$ cat src/rtl/mips_controller.sv
// rtl/mips_controller.sv - multicycle control FSM for the 8-bit TinyMIPS datapath
// Optional feature macro: ADDI_EN (adds the ADDIEX/ADDIWR states for addi).
module mips_controller (
    input  logic       clk,
    input  logic       reset,
    input  logic [5:0] op,
    input  logic [5:0] funct,
    input  logic       zero,
    output logic       memread,
    output logic       memwrite,
    output logic       alusrca,
    output logic [1:0] alusrcb,
    output logic       iord,
    output logic [3:0] irwrite,
    output logic       memtoreg,
    output logic       regdst,
    output logic       regwrite,
    output logic       pcen,
    output logic [1:0] pcsource,
    output logic [2:0] alucontrol,
    output logic [3:0] state
);

    typedef enum logic [3:0] {
        FETCH1  = 4'd0,
        FETCH2  = 4'd1,
        FETCH3  = 4'd2,
        FETCH4  = 4'd3,
        DECODE  = 4'd4,
        MEMADR  = 4'd5,
        LBRD    = 4'd6,
        LBWR    = 4'd7,
        SBWR    = 4'd8,
        RTYPEEX = 4'd9,
        RTYPEWR = 4'd10,
        BEQEX   = 4'd11,
`ifdef ADDI_EN
        JEX     = 4'd12,
        ADDIEX  = 4'd13,
        ADDIWR  = 4'd14
`else
        JEX     = 4'd12
`endif
    } state_t;

    localparam logic [5:0] OP_LB   = 6'b100000;
    localparam logic [5:0] OP_SB   = 6'b101000;
    localparam logic [5:0] OP_RTYP = 6'b000000;
    localparam logic [5:0] OP_BEQ  = 6'b000100;
    localparam logic [5:0] OP_J    = 6'b000010;
`ifdef ADDI_EN
    localparam logic [5:0] OP_ADDI = 6'b001000;
`endif

    state_t cur, nxt;
    // run stays low while reset is low and for the partial cycle after release,
    // so the first full cycle after release is a clean FETCH1.
    logic   run;
    logic   pcwrite, branch;

    // State register; reset parks the FSM in FETCH1 with outputs suppressed.
    always_ff @(posedge clk or negedge reset) begin
        if (!reset) begin
            cur <= FETCH1;
            run <= 1'b0;
        end else begin
            run <= 1'b1;
            cur <= run ? nxt : FETCH1;
        end
    end

    // Next-state and Moore output decode; pcen and RTYPEEX alucontrol are the only input-dependent outputs.
    always_comb begin
        nxt        = FETCH1;
        memread    = 1'b0;
        memwrite   = 1'b0;
        alusrca    = 1'b0;
        alusrcb    = 2'b00;
        iord       = 1'b0;
        irwrite    = 4'b0000;
        memtoreg   = 1'b0;
        regdst     = 1'b0;
        regwrite   = 1'b0;
        pcsource   = 2'b00;
        alucontrol = 3'b000;
        pcwrite    = 1'b0;
        branch     = 1'b0;
        if (run) begin
            case (cur)
                FETCH1, FETCH2, FETCH3, FETCH4: begin
                    memread    = 1'b1;
                    irwrite    = 4'b0001 << cur[1:0];
                    alusrcb    = 2'b01;
                    alucontrol = 3'b010;
                    pcwrite    = 1'b1;
                    case (cur)
                        FETCH1:  nxt = FETCH2;
                        FETCH2:  nxt = FETCH3;
                        FETCH3:  nxt = FETCH4;
                        default: nxt = DECODE;
                    endcase
                end
                DECODE: begin
                    alusrcb    = 2'b11;
                    alucontrol = 3'b010;
                    case (op)
                        OP_LB, OP_SB: nxt = MEMADR;
                        OP_RTYP:      nxt = RTYPEEX;
                        OP_BEQ:       nxt = BEQEX;
                        OP_J:         nxt = JEX;
`ifdef ADDI_EN
                        OP_ADDI:      nxt = ADDIEX;
`endif
                        default:      nxt = FETCH1;
                    endcase
                end
                MEMADR: begin
                    alusrca    = 1'b1;
                    alusrcb    = 2'b10;
                    alucontrol = 3'b010;
                    nxt        = (op == OP_LB) ? LBRD : SBWR;
                end
                LBRD: begin
                    memread = 1'b1;
                    iord    = 1'b1;
                    nxt     = LBWR;
                end
                LBWR: begin
                    regwrite = 1'b1;
                    memtoreg = 1'b1;
                end
                SBWR: begin
                    memwrite = 1'b1;
                    iord     = 1'b1;
                end
                RTYPEEX: begin
                    alusrca = 1'b1;
                    case (funct)
                        6'b100010: alucontrol = 3'b110;
                        6'b100100: alucontrol = 3'b000;
                        6'b100101: alucontrol = 3'b001;
                        6'b101010: alucontrol = 3'b111;
                        default:   alucontrol = 3'b010;
                    endcase
                    nxt = RTYPEWR;
                end
                RTYPEWR: begin
                    regwrite = 1'b1;
                    regdst   = 1'b1;
                end
                BEQEX: begin
                    alusrca    = 1'b1;
                    alucontrol = 3'b110;
                    branch     = 1'b1;
                    pcsource   = 2'b01;
                end
                JEX: begin
                    pcwrite  = 1'b1;
                    pcsource = 2'b10;
                end
`ifdef ADDI_EN
                ADDIEX: begin
                    alusrca    = 1'b1;
                    alusrcb    = 2'b10;
                    alucontrol = 3'b010;
                    nxt        = ADDIWR;
                end
                ADDIWR: begin
                    regwrite = 1'b1;
                end
`endif
                default: nxt = FETCH1;
            endcase
        end
        pcen  = pcwrite | (branch & zero);
        state = cur;
    end

endmodule

$ cat config.mk
export PLATFORM = sky130hd
export DESIGN_NAME = mips_controller
export DESIGN_NICKNAME = d
export VERILOG_FILES = /design/src/rtl/mips_controller.sv
export SDC_FILE = /design/constraint.sdc
export NUM_CORES = 1
export LEC_CHECK = 0
export BUFFER_PORTS_ARGS = -buffer_cell sky130_fd_sc_hd__buf_2
export CAP_MARGIN = 30
export CORE_MARGIN = 2
export CORE_UTILIZATION = 36
export CTS_CLUSTER_SIZE = 10
export DETAILED_ROUTE_END_ITERATION = 12
export PLACE_DENSITY = 0.73
export SLEW_MARGIN = 30
export SYNTH_ARGS = -nofsm -noshare
export SYNTH_HDL_FRONTEND = slang
export SYNTH_SLANG_ARGS = --single-unit
export TNS_END_PERCENT = 5
$ cat constraint.sdc
create_clock -name clk -period 1.5 [get_ports clk]
set_input_delay 0.15 -clock clk [delete_from_list [all_inputs] [get_ports clk]]
set_output_delay 0.15 -clock clk [all_outputs]
set_load 0.01 [all_outputs]
==> summary.md, run 1 <==
| Metric | Value |
|---|---|
| Max Fanout on Critical Path | `2` |
| Synth Register Bits | `5` |
| Number of remaining DRC errors | `0` |
| Crit-path cells | `or3b_4 > o41ai_2 > nand2_1 > and3_4 > buf_6` |
| HPWL Detailed | `about 1300 µm` |
| DRT Wirelength | `between 1500 and 2000 µm` |
| Placer congestion estimate | `0.907` |
| Postcts setup bufs | `0` |
| Final setup viols | `6` |
| Starting Density | `0.382` |
| Worst vdd ir | `between 0.4 and 0.5 mV` |
| CTS Buffer Depth | `2` |
| I/O pin count | `38` |
| Failing checks | `negative setup slack` |
| Worst Hold Depth | `3` |
| Synth Instances | `89` |
| Hold Path Class | `in -> reg` |
| DR iter-0 viols | `25` |
| Fillers | `142` |
| Reg2reg start | `state[1]` |
| Port Buffer Count | `37` |
| Syn nets | `roughly 100` |
| Post-synthesis xor/xnor area fraction | `0.0152` |
| Startpoint Class | `flop` |
| CTS Buf Count | `3` |
| Crit path max-delay family | `simple AND/OR/NAND/NOR gates` |
| Sequential cell area | `129 µm²` |
| WL/cell | `11.6 µm` |
| CP peak stage delay | `between 0.4 and 0.5 ns` |
| Clk Latency, worst-skew pair | `roughly 0.24 ns` |
| Count of cell types in the netlist | `29` |
| Vias | `between 800 and 900` |
| Antenna diodes | `0` |
| WHS Endpoint | `state[2]` |
| Share of cells above drive strength 1 | `0.451` |
| Largest family of logic cells by synthesized area | `simple AND/OR/NAND/NOR gates` |
| Die Wd | `44.0 µm` |
| DIE HEIGHT | `between 40 and 50 µm` |
| Syn avg cell area | `about 6.5 µm²` |
| Reg clk slew, reported paths | `0.04 ns` |
| Area of the multi-input gates | `between 400 and 500 µm²` |
| Reg2reg setup slack | `between 0.1 and 0.15 ns` |
| Clk Tree Root Cell | `clkbuf_4` |
| Clk sinks | `5` |
| Overall Global Routing Usage | `0.190` |
| Final slew viol count | `0` |
| Layout area overhead | `57.4%` |
| Drt pass-1 iters | `4` |
| Max cap viols | `0` |
| DRT antenna net count | `0` |
| Hold WS | `0.214 ns` |
| Unrepaired setup endpoints after global routing | `true` |
| Full die area | `a little under 2000 µm²` |
| CTS tree | `built` |
| Crit path time final | `between 1.5 and 2 ns` |
| Core area | `1510 µm²` |
| Simple-Gate Fraction of Synth Area | `0.461` |
| Slowest cell on the critical path | `or3b_4` |
| Final critical-path setup slack | `-0.250 ns` |
| Synthesized area | `~580 µm²` |
| Critical Path RT | `about 1.4 ns` |
| CP Class | `reg -> out` |
| Post-route setup TNS | `-0.361 ns` |
| Share of the yosys chip area belonging to registers | `0.217` |
| Via density | `around 5.5` |
| Post-synthesis mux area share | `0` |
| Status | `finished with violations` |
| Nets | `about 150` |
| HP Start | `op[5]` |
| Power Density | `approximately 550 nW/µm²` |
| Lkg Pwr | `around 0.44 nW` |
| Compound-Gate Fraction of Synth Area | `0.241` |
| Final period util | `1.17` |
| Fmax | `about 0.57 GHz` |
| Synth Area in Adders | `0` |
| Worst clock skew | `around 0.00045 ns` |
| Initial antenna violation count | `0` |
| WP buf/inv | `1` |
| Worst r2r path cells | `4` |
| WP data arrival | `between 1.5 and 2 ns` |
| Total power | `around 0.0005 W` |
| Rows | `14` |
| Crit end category | `output port` |
| Largest net degree at the start of global routing | `20` |
| Worst r2r dst | `state[1]` |
| Vias in the first global route | `723` |
| H-tree levels | `1` |
| Congestion Overflow GR | `0` |
| Final Hold Viols | `0` |
| Yosys warnings | `0` |
| Global-route wire length before repair | `roughly 2800 µm` |
[cells by family after synthesis]
logic type / Yosys count
xor+xnor: 1
simple gates: 49
flops: 5
buf+inv: 9
compound gates: 24
other cells: 1
[tightest hold or removal path, delay by kind of cell]
| kind | cells | cell delay, ns |
|---|---|---|
| buffers and inverters | 1 | 0.11 |
| AND/OR/NAND/NOR | 1 | 0.07 |
| AO/OA/AOI/OAI | 1 | 0.08 |
[where the power goes]
part / internal, W / leakage [nW] / switching [W] / total [W]
Combinational: 0.0000854 / 0.365 / 0.0000966 / 0.000182
Sequential: 0.000143 / 0.0607 / 0.0000134 / 0.000157
Clock: 0.000101 / 0.0150 / 0.0000603 / 0.000161
Total: 0.000329 / 0.440 / 0.000170 / 0.000500
[metal layers]
metal,global-route usage,up-vias,wire length [µm],part of all wire
li1,-,407,-,-
met1,0.248,377,749,0.43
met2,0.306,34,846,0.49
met3,0.0375,2,122,0.070
met4,0.0727,0,14,0.0081
met5,0,-,0,0
[stage by stage]
| step | instances | area (µm²) | utilization | setup slack, ns |
|---|---|---|---|---|
| floorplan | 89 | 601 | - | -0.0420 |
| global placement | 144 | 830 | 0.551 | 0.0476 |
| detailed placement | 144 | 830 | 0.551 | 0.00776 |
| CTS | 149 | 898 | 0.596 | -0.249 |
| global route | 149 | 906 | 0.601 | -0.310 |
| finish | 149 | 906 | 0.601 | -0.250 |
[layout make-up]
| class | count | area share |
|---|---|---|
| clock buffer | 4 | 0.0290 |
| tap | 16 | 0.0221 |
| timing repair buffer | 45 | 0.289 |
| sequential | 5 | 0.142 |
| multi-input combinational | 75 | 0.501 |
| inverter | 4 | 0.0166 |
[Yosys cell counts, drive strengths merged]
cell    count  area, µm²
or4         1       7.51
inv         4       15.0
or2         2       12.5
conb        1       3.75
a21oi      11       55.1
nand2       7       26.3
dfrtp       5        125
a211oi      1       7.51
clkbuf      5       18.8
nand3b      2       15.0
nor3b       1       7.51
o21ai       3       15.0
and3        2       12.5
or3b        1       8.76
o41ai       1       8.76
nand4       1       6.26
a31oi       4       25.0
nor3        3       15.0
nor4b       1       8.76
nor4        2       18.8
nand2b      7       43.8
o22ai       2       12.5
a22oi       1       7.51
nor2       13       48.8
nor2b       3       18.8
nand3       3       15.0
o211ai      1       7.51
xor2        1       8.76
[how the worst max path moves through the flow]
stage | depth (start not counted) | from | slack, ns | end
after floorplan | 5 | state[1] | -0.04 | alucontrol[1]
after global placement | 5 | state[1] | 0.05 | alucontrol[1]
after detailed placement | 5 | state[1] | 0.008 | alucontrol[1]
after CTS | 5 | state[1] | -0.25 | alucontrol[1]
after global routing | 5 | state[1] | -0.31 | alucontrol[1]
final | 5 | state[1] | -0.25 | alucontrol[1]
[sequential cells by signal, indices dropped and copies added (netlist names)]
signal and count:
run 1, state 4
[timing repair]
item | CTS | global route
setup endpoints to repair | 17 | 17
resized for setup | 10 | 2
endpoints found under the hold margin | 5 | 0
pin swaps | 1 | 0
hold buffers | 1 | 0
[layout by cell type, fill, tap and decap left out, types with 4 or more instances in the layout]
cell type and n:
buf_2 36, nor2_1 13, a21oi_1 11, nand2_1 7, nand2b_1 6, buf_4 5
inv_1 4, a31oi_1 4
Note: power is estimated with default switching activity, not from simulation.
==> run 2: changes to the inputs <==
SKIP_LAST_GASP = 1   (was unset)
==> run 2 against run 1 <==
  * The run still ends with negative setup slack left
  * Setup slack barely moved
  * Sequential power barely moved
  * Critical path type unchanged
  * Die area did not move
  * Register-to-register slack got worse by 0.06 ns
  * Clock power barely moved
  * Final area fell by 4.4%
==> summary.md, run 2 (synthesized netlist as in run 1, its figures left out) <==
| Metric | Value |
|---|---|
| I/O pin count | `38 (unchanged)` |
| Final slew viol count | `0 (unchanged)` |
| Antenna diodes | `0 (unchanged)` |
| Layout area overhead | `50.4%` |
| Combinational power share | `0.351 (-0.013)` |
| Initial antenna violation count | `0 (unchanged)` |
| Crit-path cells | `or3b_4 > o41ai_2 > nand2_1 > and3_4 > buf_2` |
| H-tree levels | `1 (unchanged)` |
| Postcts setup bufs | `0 (unchanged)` |
| Hold WS | `0.216 ns (+0.00182 ns)` |
| Congestion Overflow GR | `0 (unchanged)` |
| Final setup viols | `17 (+11)` |
| Slowest cell on the critical path | `or3b_4` |
| Reg2reg start | `state[3]` |
| CP Class | `reg -> out` |
| Final critical-path setup slack | `-0.250 ns (+0.000192 ns)` |
| Worst vdd ir | `0.444 mV (about the same)` |
| Full die area | `1930 µm² (unchanged)` |
| Placer congestion estimate | `0.907 (unchanged)` |
| Most frequent cells in the layout | `buf_2, nor2_1, a21oi_1` |
| Overall Global Routing Usage | `0.183 (-0.00681)` |
| Via density | `5.36 (-2.6%)` |
| Status | `finished with violations` |
| Final Hold Viols | `0 (unchanged)` |
| Vias in the first global route | `698 (-3.5%)` |
| Power Density | `563 nW/µm² (+2.1%)` |
| DR iter-0 viols | `17 (-32%)` |
| Sw Share | `0.343 (+0.00236)` |
| HP Start | `op[5]` |
| Max cap viols | `0 (unchanged)` |
| Reg clk slew, reported paths | `0.04 ns (about the same)` |
| Share of cells above drive strength 1 | `0.398 (-0.0526)` |
| CP peak stage delay | `0.40 ns (about the same)` |
| Total power | `0.000488 W (-2.4%)` |
| Largest net degree at the start of global routing | `20 (unchanged)` |
| DIE HEIGHT | `44.0 µm (unchanged)` |
| Core area | `1510 µm² (unchanged)` |
| Unrepaired setup endpoints after global routing | `true` |
| Nets | `149 (unchanged)` |
| Worst clock skew | `0.000663 ns (+0.000214 ns)` |
| Clock power frac | `0.332 (+0.009)` |
| Clk Latency, worst-skew pair | `0.25 ns (about the same)` |
| DRT antenna net count | `0 (unchanged)` |
| Fmax | `0.571 GHz (about the same)` |
| Failing checks | `negative setup slack` |
| Net load switching power | `0.000167 W (-1.7%)` |
| Final period util | `1.17 (about the same)` |
| Startpoint Class | `flop` |
| WP buf/inv | `1 (unchanged)` |
| Clk sinks | `5 (unchanged)` |
| CTS Buffer Depth | `2 (unchanged)` |
| Port Buffer Count | `37 (unchanged)` |
| Fillers | `146 (+2.8%)` |
| Crit end category | `output port` |
| DRT Wirelength | `1710 µm (-1.3%)` |
| Worst setup path startpoint | `state[1]` |
| Max reg flops | `4 (unchanged)` |
| Post-Route Utilization | `0.575 (-0.0266)` |
| HPWL Detailed | `1320 µm (unchanged)` |
| Drt pass-1 iters | `5 (+1)` |
| Most common cell after layout, fill and taps aside | `buf_2` |
| Max Fanout on Critical Path | `2 (unchanged)` |
| CTS Buf Count | `3 (unchanged)` |
| Global-route wire length before repair | `2730 µm (-3.6%)` |
| CTS tree | `built` |
| Clk Tree Root Cell | `clkbuf_4` |
| Starting Density | `0.382 (unchanged)` |
| WP data arrival | `1.60 ns (about the same)` |
| Crit path max-delay family | `simple AND/OR/NAND/NOR gates` |
| Int Pwr | `0.000320 W (-2.7%)` |
| Die Wd | `44.0 µm (unchanged)` |
| Crit path time final | `1.75 ns (-0.000192 ns)` |
| Sequential Power Share | `0.317 (+0.004)` |
| Vias | `799 (-2.6%)` |
| Number of remaining DRC errors | `0 (unchanged)` |
| Critical Path RT | `1.35 ns (about the same)` |
| Lkg Pwr | `0.438 nW (-0.58%)` |
| Hold Path Class | `in -> reg` |
| Rows | `14 (unchanged)` |
| WL/cell | `11.5 µm (-1.3%)` |
-- run 2: changes by cell type in the layout (fill, tap and decap cells not counted), moves of 2 or more --
cell,previous run,this run
buf_4,5,7
buf_6,3,0
dfrtp_1,2,5
dfrtp_2,3,0
nor2b_1,1,3
nor2b_2,2,0
or2_2,0,2
or2_4,2,0
-- run 2: path summary, 6_finish.rpt --
| kind | endpoint | slack (ns) | cells past startpoint |
|---|---|---|---|
| max | alucontrol[1] | -0.25 | 5 |
| min | state[2] | 0.22 | 3 |
| max reg2reg | state[2] | 0.07 | 4 |
| min reg2reg | state[1] | 0.72 | 2 |
| max in group asynchronous | run | 1.12 | 2 |
| min in group asynchronous | state[3] | 0.25 | 2 |
-- run 2: routing by layer --
metal,GRT usage,wire (µm),part of all wire,vias to the layer above
li1,-,-,-,403
met2,0.291,795,0.46,37
met5,0,0,0,-
met1,0.241,768,0.45,356
met3,0.0375,132,0.077,3
met4,0.0727,14,0.0082,0
-- run 2: final cells by class --
type                       count  area [µm²]  share of cell area
inverter                       4        15.0              0.0173
tap                           16        20.0              0.0231
timing repair buffer          45         248               0.286
clock buffer                   4        26.3              0.0303
sequential                     5         125               0.145
multi-input combinational     75         432               0.499
-- run 2: metrics by stage --
stage	setup TNS (ns)	area, µm²	setup slack, ns	cells
after floorplan	-0.0420	601	-0.0420	89
after global placement	0	830	0.0476	144
after detailed placement	0	830	0.00776	144
after CTS	-1.65	866	-0.260	149
after global routing	-3.63	866	-0.302	149
final	-1.72	866	-0.250	149
-- run 2: timing repair --
action,4_1_cts,5_1_grt
endpoints found under the hold margin,5,0
hold buffers,1,0
endpoints found under the setup margin,17,21
resized for setup,0,0
-- run 2: worst reg2reg max path, cell delays in order (launching register included) --
cell,delay [ns]
dfrtp_1,0.45
nor2b_1,0.37
and3_1,0.27
nand3b_1,0.08
a31oi_1,0.16
-- run 2: power by group through the flow --
stage	Clock, W	Combinational, W	Sequential [W]
final	0.000162	0.000171	0.000154
after CTS	0.000163	0.000171	0.000154
after global placement	0	0.000166	0.000156
after detailed placement	0	0.000167	0.000156
after floorplan	0	0.0000984	0.000156
after global routing	0.000177	0.000190	0.000155
